**config.mk**
```make
export PLATFORM = sky130hd
export DESIGN_NAME = cariomart_cmd_uart_rx
export DESIGN_NICKNAME = d
export VERILOG_FILES = /design/src/rtl/cariomart_cmd_uart_rx.sv
export SDC_FILE = /design/constraint.sdc
export NUM_CORES = 1
export LEC_CHECK = 0
export ABC_AREA = 1
export ABC_CLOCK_PERIOD_IN_PS = 2400
export CAP_MARGIN = 40
export CELL_PAD_IN_SITES_DETAIL_PLACEMENT = 0
export CELL_PAD_IN_SITES_GLOBAL_PLACEMENT = 1
export CORE_UTILIZATION = 45
export CTS_BUF_LIST = sky130_fd_sc_hd__clkbuf_4 sky130_fd_sc_hd__clkbuf_8
export DETAILED_ROUTE_END_ITERATION = 8
export PLACE_DENSITY_LB_ADDON = 0.1
export SLEW_MARGIN = 0
export SYNTH_ARGS = -nofsm -noshare
export SYNTH_HDL_FRONTEND = slang
export SYNTH_SLANG_ARGS = --single-unit
export TNS_END_PERCENT = 20
```
**constraint.sdc**
```tcl
create_clock -name FAB_CLK -period 2.4 [get_ports FAB_CLK]
set_input_delay 0.48 -clock FAB_CLK [delete_from_list [all_inputs] [get_ports FAB_CLK]]
set_output_delay 0.48 -clock FAB_CLK [all_outputs]
set_load 0.02 [all_outputs]
```
**src/rtl/cariomart_cmd_uart_rx.sv**
```systemverilog
// Command-link UART receiver: 8N1 bytes at 16x oversampling, framed into SYNC/STEER/THROTTLE/BUTTONS/CSUM packets.
// Optional build macro CARIOMART_RX_TIMEOUT_EN drops a stalled partial packet after TIMEOUT_TICKS idle ticks.
module cariomart_cmd_uart_rx #(
  parameter int unsigned BAUD_DIV      = 27,
  parameter logic [7:0]  SYNC_BYTE     = 8'hA5,
  parameter int unsigned TIMEOUT_TICKS = 320
) (
  input  logic       FAB_CLK,
  input  logic       MSS_RESET_N,
  input  logic       UART_RXD,
  output logic [7:0] STEER,
  output logic [7:0] THROTTLE,
  output logic [7:0] BUTTONS,
  output logic       PKT_VALID,
  output logic       CSUM_ERR,
  output logic       FRAME_ERR,
  output logic       RX_BUSY,
  output logic [7:0] PKT_CNT,
  output logic [7:0] ERR_CNT
);

  typedef enum logic [2:0] {B_IDLE, B_START, B_DATA, B_STOP, B_BREAK} byte_state_e;
  typedef enum logic [2:0] {P_SYNC, P_STEER, P_THROT, P_BTN, P_CSUM} pkt_state_e;

  localparam logic [15:0] BAUD_MAX = 16'(BAUD_DIV - 1);

  logic [1:0]  r_sync;
  logic        w_rxd;
  logic [15:0] r_baud_cnt;
  logic        w_tick;

  // NOTE: the synchroniser resets to 1 so a reset release never looks like a start bit.
  always_ff @(posedge FAB_CLK or negedge MSS_RESET_N) begin
    if (!MSS_RESET_N) r_sync <= 2'b11;
    // NOTE: sequential state uses non-blocking assignment so every flop samples pre-edge values.
    else              r_sync <= {r_sync[0], UART_RXD};
  end
  assign w_rxd = r_sync[1];

  assign w_tick = (r_baud_cnt == BAUD_MAX);
  always_ff @(posedge FAB_CLK or negedge MSS_RESET_N) begin
    if (!MSS_RESET_N) r_baud_cnt <= '0;
    else              r_baud_cnt <= w_tick ? 16'd0 : r_baud_cnt + 16'd1;
  end

  // ---------------- byte FSM ----------------
  byte_state_e r_bstate, w_bnext;
  logic [3:0]  r_os_cnt;
  logic [2:0]  r_bit_cnt;
  logic [7:0]  r_shift;
  logic        w_mid_start, w_bit_end;
  logic        w_rx_busy, w_byte_done, w_frame_err;

  assign w_mid_start = w_tick && (r_os_cnt == 4'd7);
  assign w_bit_end   = w_tick && (r_os_cnt == 4'd15);

  always_ff @(posedge FAB_CLK or negedge MSS_RESET_N) begin
    if (!MSS_RESET_N) r_bstate <= B_IDLE;
    else              r_bstate <= w_bnext;
  end

  always_comb begin
    // NOTE: default first so no path through the case leaves a latch behind.
    w_bnext = r_bstate;
    unique case (r_bstate)
      B_IDLE:  if (!w_rxd)      w_bnext = B_START;
      B_START: if (w_mid_start) w_bnext = w_rxd ? B_IDLE : B_DATA;
      B_DATA:  if (w_bit_end && (r_bit_cnt == 3'd7)) w_bnext = B_STOP;
      B_STOP:  if (w_bit_end)   w_bnext = w_rxd ? B_IDLE : B_BREAK;
      B_BREAK: if (w_rxd)       w_bnext = B_IDLE;
      default:                  w_bnext = B_IDLE;
    endcase
  end

  always_comb begin
    w_rx_busy   = 1'b0;
    w_byte_done = 1'b0;
    w_frame_err = 1'b0;
    case (r_bstate)
      B_START, B_DATA: w_rx_busy = 1'b1;
      B_STOP: begin
        w_rx_busy   = 1'b1;
        w_byte_done = w_bit_end && w_rxd;
        w_frame_err = w_bit_end && !w_rxd;
      end
      default: ;
    endcase
  end

  // Bit-phase counter restarts at each start edge; the baud divider itself keeps free-running.
  always_ff @(posedge FAB_CLK or negedge MSS_RESET_N) begin
    if (!MSS_RESET_N) begin
      r_os_cnt  <= '0;
      r_bit_cnt <= '0;
      r_shift   <= '0;
    end else if (r_bstate == B_IDLE) begin
      r_os_cnt  <= '0;
      r_bit_cnt <= '0;
    end else if (w_tick) begin
      r_os_cnt <= (r_bstate == B_START && r_os_cnt == 4'd7) ? 4'd0 : r_os_cnt + 4'd1;
      if (r_bstate == B_DATA && r_os_cnt == 4'd15) begin
        r_shift   <= {w_rxd, r_shift[7:1]};
        r_bit_cnt <= r_bit_cnt + 3'd1;
      end
    end
  end

  // ---------------- packet FSM ----------------
  pkt_state_e r_pstate, w_pnext;
  logic [7:0] r_sh_steer, r_sh_throt, r_sh_btn, w_csum_calc;
  logic [7:0] r_steer, r_throt, r_btn, r_pkt_cnt, r_err_cnt;
  logic       r_pkt_valid, r_csum_err, r_frame_err;
  logic       w_pkt_good, w_csum_bad, w_timeout;

  always_ff @(posedge FAB_CLK or negedge MSS_RESET_N) begin
    if (!MSS_RESET_N) r_pstate <= P_SYNC;
    else              r_pstate <= w_pnext;
  end

  always_comb begin
    w_pnext = r_pstate;
    if (w_frame_err || w_timeout) begin
      w_pnext = P_SYNC;
    end else if (w_byte_done) begin
      case (r_pstate)
        P_SYNC:  if (r_shift == SYNC_BYTE) w_pnext = P_STEER;
        P_STEER: w_pnext = P_THROT;
        P_THROT: w_pnext = P_BTN;
        P_BTN:   w_pnext = P_CSUM;
        default: w_pnext = P_SYNC;
      endcase
    end
  end

  always_comb begin
    w_csum_calc = r_sh_steer ^ r_sh_throt ^ r_sh_btn;
    w_pkt_good  = 1'b0;
    w_csum_bad  = 1'b0;
    if (w_byte_done && r_pstate == P_CSUM) begin
      w_pkt_good = (r_shift == w_csum_calc);
      w_csum_bad = (r_shift != w_csum_calc);
    end
  end

  always_ff @(posedge FAB_CLK or negedge MSS_RESET_N) begin
    if (!MSS_RESET_N) begin
      r_sh_steer  <= '0;
      r_sh_throt  <= '0;
      r_sh_btn    <= '0;
      r_steer     <= 8'h80;
      r_throt     <= '0;
      r_btn       <= '0;
      r_pkt_cnt   <= '0;
      r_err_cnt   <= '0;
      r_pkt_valid <= 1'b0;
      r_csum_err  <= 1'b0;
      r_frame_err <= 1'b0;
    end else begin
      r_pkt_valid <= w_pkt_good;
      r_csum_err  <= w_csum_bad;
      r_frame_err <= w_frame_err;
      if (w_byte_done) begin
        case (r_pstate)
          P_STEER: r_sh_steer <= r_shift;
          P_THROT: r_sh_throt <= r_shift;
          P_BTN:   r_sh_btn   <= r_shift;
          default: ;
        endcase
      end
      if (w_pkt_good) begin
        r_steer   <= r_sh_steer;
        r_throt   <= r_sh_throt;
        r_btn     <= r_sh_btn;
        r_pkt_cnt <= r_pkt_cnt + 8'd1;
      end
      if ((w_csum_bad || w_frame_err) && r_err_cnt != 8'hFF)
        r_err_cnt <= r_err_cnt + 8'd1;
    end
  end

`ifdef CARIOMART_RX_TIMEOUT_EN
  localparam int unsigned IDLE_W = $clog2(TIMEOUT_TICKS + 1);
  logic [IDLE_W-1:0] r_idle_cnt;

  assign w_timeout = (r_idle_cnt == IDLE_W'(TIMEOUT_TICKS));
  always_ff @(posedge FAB_CLK or negedge MSS_RESET_N) begin
    if (!MSS_RESET_N)                              r_idle_cnt <= '0;
    else if (w_byte_done || r_pstate == P_SYNC)    r_idle_cnt <= '0;
    else if (w_tick && r_bstate == B_IDLE && !w_timeout)
      r_idle_cnt <= r_idle_cnt + IDLE_W'(1);
  end
`else
  assign w_timeout = 1'b0;
`endif

  assign STEER     = r_steer;
  assign THROTTLE  = r_throt;
  assign BUTTONS   = r_btn;
  assign PKT_VALID = r_pkt_valid;
  assign CSUM_ERR  = r_csum_err;
  assign FRAME_ERR = r_frame_err;
  assign RX_BUSY   = w_rx_busy;
  assign PKT_CNT   = r_pkt_cnt;
  assign ERR_CNT   = r_err_cnt;

endmodule

```
Yosys cells after proc, flatten, opt, wreduce, memory -nomap -nowiden
Index checks and enable logic that the tools add are counted.
{ "totals": {"mem_count": 0, "wordCells": 96, "ramBits": 0, "latchBits": 0, "mem_bits_ro": 0, "ff_bits": 106} }
{ "classes": {"shifts": 0, "n_div": 0, "add_sub_neg": 5, "bitwise": 3, "n_lt_le_gt_ge": 0, "reduce_logical": 24, "n_eq_ne": 22, "muxes": 24, "n_mul": 0} }
{ "ops": {"columns": ["cell", "count"], "rows": [
  ["$mux W3", 12],
  ["$add A16 B1 Y16 const B", 1],
  ["$add A8 B1 Y8 const B", 2],
  ["$eq A16 B5 Y1 const B", 1],
  ["$mux W16", 1],
  ["$xor A8 B8 Y8", 2],
  ["$pmux W3 S5", 1],
  ["$eq A3 B2 Y1 const B", 4],
  ["$mux W4", 3],
  ["$pmux W3 S4", 1],
  ["$ne A2 B2 Y1 const B", 5],
  ["$reduce_and A2 Y1", 5],
  ["$eq A3 B3 Y1 const B", 3],
  ["$logic_and A1 B1 Y1", 9],
  ["$eq A8 B8 Y1", 1],
  ["$eq A8 B8 Y1 const B", 1],
  ["$ne A8 B8 Y1", 1],
  ["$ne A8 B8 Y1 const B", 1],
  ["$eq A3 B1 Y1 const B", 2],
  ["$logic_not A3 Y1", 2],
  ["$reduce_bool A2 Y1", 3],
  ["$mux W1", 5],
  ["$reduce_and A5 Y1", 1],
  ["$add A4 B1 Y4 const B", 1],
  ["10 further kinds", 10]
]} }

Longest topological paths before layout
{ "depth": {"ltp_word": 8, "ltp_mapped": 14, "depth_no_buf": 14} }

Worst setup path before layout
OpenSTA, ideal clock, no wires.
{ "synth_path": {"kind": "register to register", "startpoint": "register r_baud_cnt[0]", "endpoint": "register r_steer[1], in the netlist STEER[1]", "path_stages_with_launch": 13, "t_required_ps": 2283, "setup_ps": 117, "path_buffers": 1, "period_less_slack_ps": 1800, "arrival_time_ps": 1683, "slack_ps": 600, "cell_sequence": "dfrtp_1 inv_1 ha_1 nand3_1 inv_1 nand2_4 nor2_8 nand4_2 nor2_4 nand2_4 buf_6 nand2_2 o21ai_2"} }
{ "synth_between": {"elab_chain_len": 6} }
{ "synth_rtl": {"columns": ["element", "line", "source"], "rows": [
  ["start: declaration", "29", "logic [15:0] r_baud_cnt;"],
  ["start signal: assignment", "43", "else r_baud_cnt <= w_tick ? 16'd0 : r_baud_cnt + 16'd1;"],
  ["$eq A16 B5 Y1", "40", "assign w_tick = (r_baud_cnt == BAUD_MAX);"],
  ["$logic_and A1 B1 Y1", "55", "assign w_bit_end = w_tick && (r_os_cnt == 4'd15);"],
  ["$logic_and A1 B1 Y1", "83", "w_byte_done = w_bit_end && w_rxd;"],
  ["$mux W1", "79", "case (r_bstate)"],
  ["$logic_and A1 B1 Y1", "139", "if (w_byte_done && r_pstate == P_CSUM) begin"],
  ["$mux W1", "139", null],
  ["end signal: assignment", "171", "r_steer <= r_sh_steer;"],
  ["end: declaration", "111", "logic [7:0] r_steer, r_throt, r_btn, r_pkt_cnt, r_err_cnt;"]
]} }
No other way between the ends.
A chain may end at the register's enable or synchronous reset.

Worst setup path in the final report
{ "layout_path": {"startpoint": "register r_bstate[1]", "endpoint": "output RX_BUSY"} }
{ "layout_between": {"elab_chain_len": 3} }
{ "layout_rtl": {"columns": ["element", "line", "source"], "rows": [
  ["start: declaration", "47", "byte_state_e r_bstate, w_bnext;"],
  ["start signal: assignment", "59", "else r_bstate <= w_bnext;"],
  ["$eq A3 B1 Y1 / $eq A3 B2 Y1 (equally long branches)", "79", null],
  ["$reduce_or A3 Y1 (no source line) *", null, null],
  ["$mux W1 *", "79", null],
  ["end: declaration", "17", "output logic RX_BUSY,"]
]} }
Mark *: on every way between the ends. The rest lies on a longest branch, timed or not.

==> out/qor.tcl <==
set qor(period_needed_ns) 2.17
set qor(critPathCaptureType) {output pin}
set qor(routed-via-count) 4088
set qor(status) {finished, final reports clean}
set qor(cp.arrival_ns) 1.69
set qor(core_footprint_mm2) 0.0115
set qor(antenna_diode_count) 0
set qor(netlist_area_mm2) 0.00532
set qor(clock-skew-final_ns) 0.00944
set qor(slew_headroom) 0.596
set qor(timing.reg2reg.worst_path_depth) 12
set qor(clock_insertion_delay_worst_skew_ns) 0.37
set qor(post-route-drc-count) 0
set qor(yosys_register_bits) 106
set qor(initial_utilization) 0.464
set qor(cts_sinks) 106
set qor(layout.core_utilization) 0.536
set qor(worst_path_largest_cell_delay_ns) 0.62
set qor(power_density_cells_mw_per_mm2) 465
set qor(filler_cell_count) 1138
set qor(globalplace.congestion) 0.781
set qor(htree_levels) 3
set qor(start_kind) {flip-flop}
set qor(grt_pass1_wl_um) 18100
set qor(fin_tns_setup_ns) 0
set qor(crit_path_frequent_cell) {nor2_1}
set qor(clock_tree.buffer_depth) 2
set qor(post_synth_inst_count) 640
set qor(seqCellArea_mm2) 0.00266
set qor(layout_worst_path_cycle_share) 0.906
set qor(largest_net_degree_at_the_start_of_global_routing) 44
set qor(groute.usage.overall) 0.183
set qor(fp.dieW_um) 111
set qor(tritoncts) {yes}
set qor(critPathSlowestCell) {clkdlybuf4s50_1}
set qor(core.rowCount) 39
set qor(unrepaired_setup_endpoints_after_global_routing) {false}
set qor(multi_input_comb_area_mm2) 0.00226
set qor(critical_path.cell_chain) {nor2_1 -> nor2_1 -> clkdlybuf4s50_1}
set qor(clock_tree_root_buffer_cell) {clkbuf_8}
set qor(design.final.nets) 706
set qor(min_path_type) {input port to async pin}
set qor(globalRouteOverflowTotal) 0
set qor(cts_made_buffers) 9
set qor(wirelength_um) 10300
set qor(ir_drop_v) 0.000399
set qor(die-height_um) 111
set qor(synth.yosys.seq_area_share) 0.499
set qor(initial_antenna_violation_count) 0
set qor(postSynthNetCount) 650
set qor(antenna_violating_nets_post_route) 0
set qor(clkSlewWorstSetupHoldPaths_ns) 0.09
set qor(critical_path.max_fanout) 6
set qor(worst_margin_slew_ns) 0.605
set qor(yosysWarningCount) 0
set qor(max_cap_violations) 0
set qor(drt-wirelength-per-cell_um) 12.2
set qor(worst-setup-path-type) {flip-flop to output pin}
set qor(cellLeakagePower_nw) 3.11
set qor(r2r_setup_slack_ns) 0.30
set qor(fraction_of_final_layout_cells_sized_beyond_drive_strength_1) 0.113
set qor(io_pins) 47
set qor(area.growth.synth_to_final_pct) 15.5
set qor(yosysUniqueCellTypes) 38
set qor(cts_setup_buffers) 0
set qor(fmax_ghz) 0.460
set qor(port_buffers) 46
set qor(dp_hpwl_um) 7560
set qor(dr.first_iter.drc_count) 194
set qor(rr_endpoint) {THROTTLE[4]}
set qor(syn_avg_cell_area_um2) 8.32
set qor(hold_violations) 0
set qor(postCtsResizedCells) 0
set qor(finalSetupViolCount) 0
set qor(critical_path_required_ns) 1.92
set qor(cts_hold_repair.buffers) 0
set qor(routed_via_density) 4.85
set qor(drv_slew) 0
set qor(floorplan.die_area_mm2) 0.0123
set qor(grt_pass1_vias) 3949
set qor(firstDrtPassIters) 4
set qor(r2r_start) {r_baud_cnt[0]}
[report_power, final]
part           switching [mW]  internal [mW]  total (mW)
Sequential            0.00206           1.79        1.79
Combinational          0.0375        0.00964      0.0472
Clock                   0.574          0.451        1.03
[cells in the mapped netlist, drive strengths merged]
cell | instances | share of area
clkbuf | 2 | 0.0014
o211ai | 2 | 0.0028
o22ai | 2 | 0.0023
o21ai | 49 | 0.056
nand3b | 2 | 0.0052
o21bai | 1 | 0.0014
nor4 | 1 | 0.0012
nor2 | 52 | 0.048
nand4 | 15 | 0.022
dfstp | 3 | 0.015
xnor2 | 13 | 0.021
nor3b | 2 | 0.0028
dfrtp | 103 | 0.48
nand2 | 218 | 0.16
or2 | 1 | 0.0012
nand3 | 33 | 0.033
xor2 | 14 | 0.023
a21oi | 12 | 0.011
buf | 6 | 0.012
nor3 | 9 | 0.012
a22o | 2 | 0.0033
ha | 7 | 0.016
inv | 91 | 0.064
[flip-flops by register name (all words and copies together), names as in the netlist, 4 cells and up]
name / count
BUTTONS: 8
ERR_CNT: 8
PKT_CNT: 8
STEER: 8
THROTTLE: 8
r_baud_cnt: 16
r_os_cnt: 4
r_sh_btn: 8
r_sh_steer: 8
r_sh_throt: 8
r_shift: 8
[cell usage in the layout, fill, tap and decap left out, types with 3 or more instances in the layout]
master and instances:
a21oi_1 12, buf_4 6, clkbuf_8 11, clkdlybuf4s50_1 45, dfrtp_1 103, dfstp_2 3, ha_1 7, inv_1 79
inv_2 12, nand2_1 206, nand2_2 10, nand3_1 31, nand4_1 13, nor2_1 44, nor2_2 3, nor2_4 3
nor3_1 7, o21ai_0 27, o21ai_1 8, o21ai_2 14, xnor2_1 13, xor2_1 14
[cells by family after synthesis]
kind of cell | share of synthesized area
XOR/XNOR | 0.0444
AO/OA/AOI/OAI | 0.0771
flip-flops | 0.499
adder cells (fa/ha/maj) | 0.0165
AND/OR/NAND/NOR | 0.286
buffers and inverters | 0.0771
[worst max-delay path by stage]
stage | start | end | slack [ns] | cells past startpoint
finish | r_bstate[1] | RX_BUSY | 0.23 | 3
global route | r_baud_cnt[0] | THROTTLE[4] | 0.07 | 12
CTS | r_bstate[1] | RX_BUSY | 0.19 | 3
detailed placement | r_baud_cnt[0] | BUTTONS[0] | 0.28 | 12
global placement | r_baud_cnt[0] | BUTTONS[0] | 0.35 | 12
floorplan | r_baud_cnt[0] | STEER[1] | 0.60 | 12
[layout make-up]
| cell class | count | share of cell area |
|---|---|---|
| Inverter | 91 | 0.0556 |
| Clock buffer | 13 | 0.0271 |
| Clock inverter | 2 | 0.00204 |
| Sequential cell | 106 | 0.432 |
| Tap cell | 143 | 0.0291 |
| Timing Repair Buffer | 53 | 0.0871 |
| Multi-Input combinational cell | 435 | 0.367 |
[routing by layer]
metal,GRT usage,vias up,part of all wire
met5,0,-,0
met4,0.0427,0,0.0088
met3,0.0530,5,0.027
met2,0.316,37,0.49
met1,0.226,1925,0.47
li1,-,2121,-
[through the flow]
stage / cell area, um2 / cells / hold WS, ns / setup WS (ns) / total power [mW]
final: 6150 / 843 / 0.107 / 0.226 / 2.86
after global routing: 6150 / 843 / 0.124 / 0.0682 / 3.00
after CTS: 6150 / 843 / 0.114 / 0.191 / 2.92
after detailed placement: 5970 / 828 / 0.348 / 0.277 / 1.88
after global placement: 5970 / 828 / 0.346 / 0.353 / 1.88
after floorplan: 5320 / 640 / 0.184 / 0.600 / 1.83
[critical path, delay by kind of cell, from the launching register on]
family	cells	cell delay (ns)
AND/OR/NAND/NOR	2	0.25
flip-flops	1	0.46
buffers and inverters	1	0.62
No activity file was read; power rests on OpenSTA's default activity.
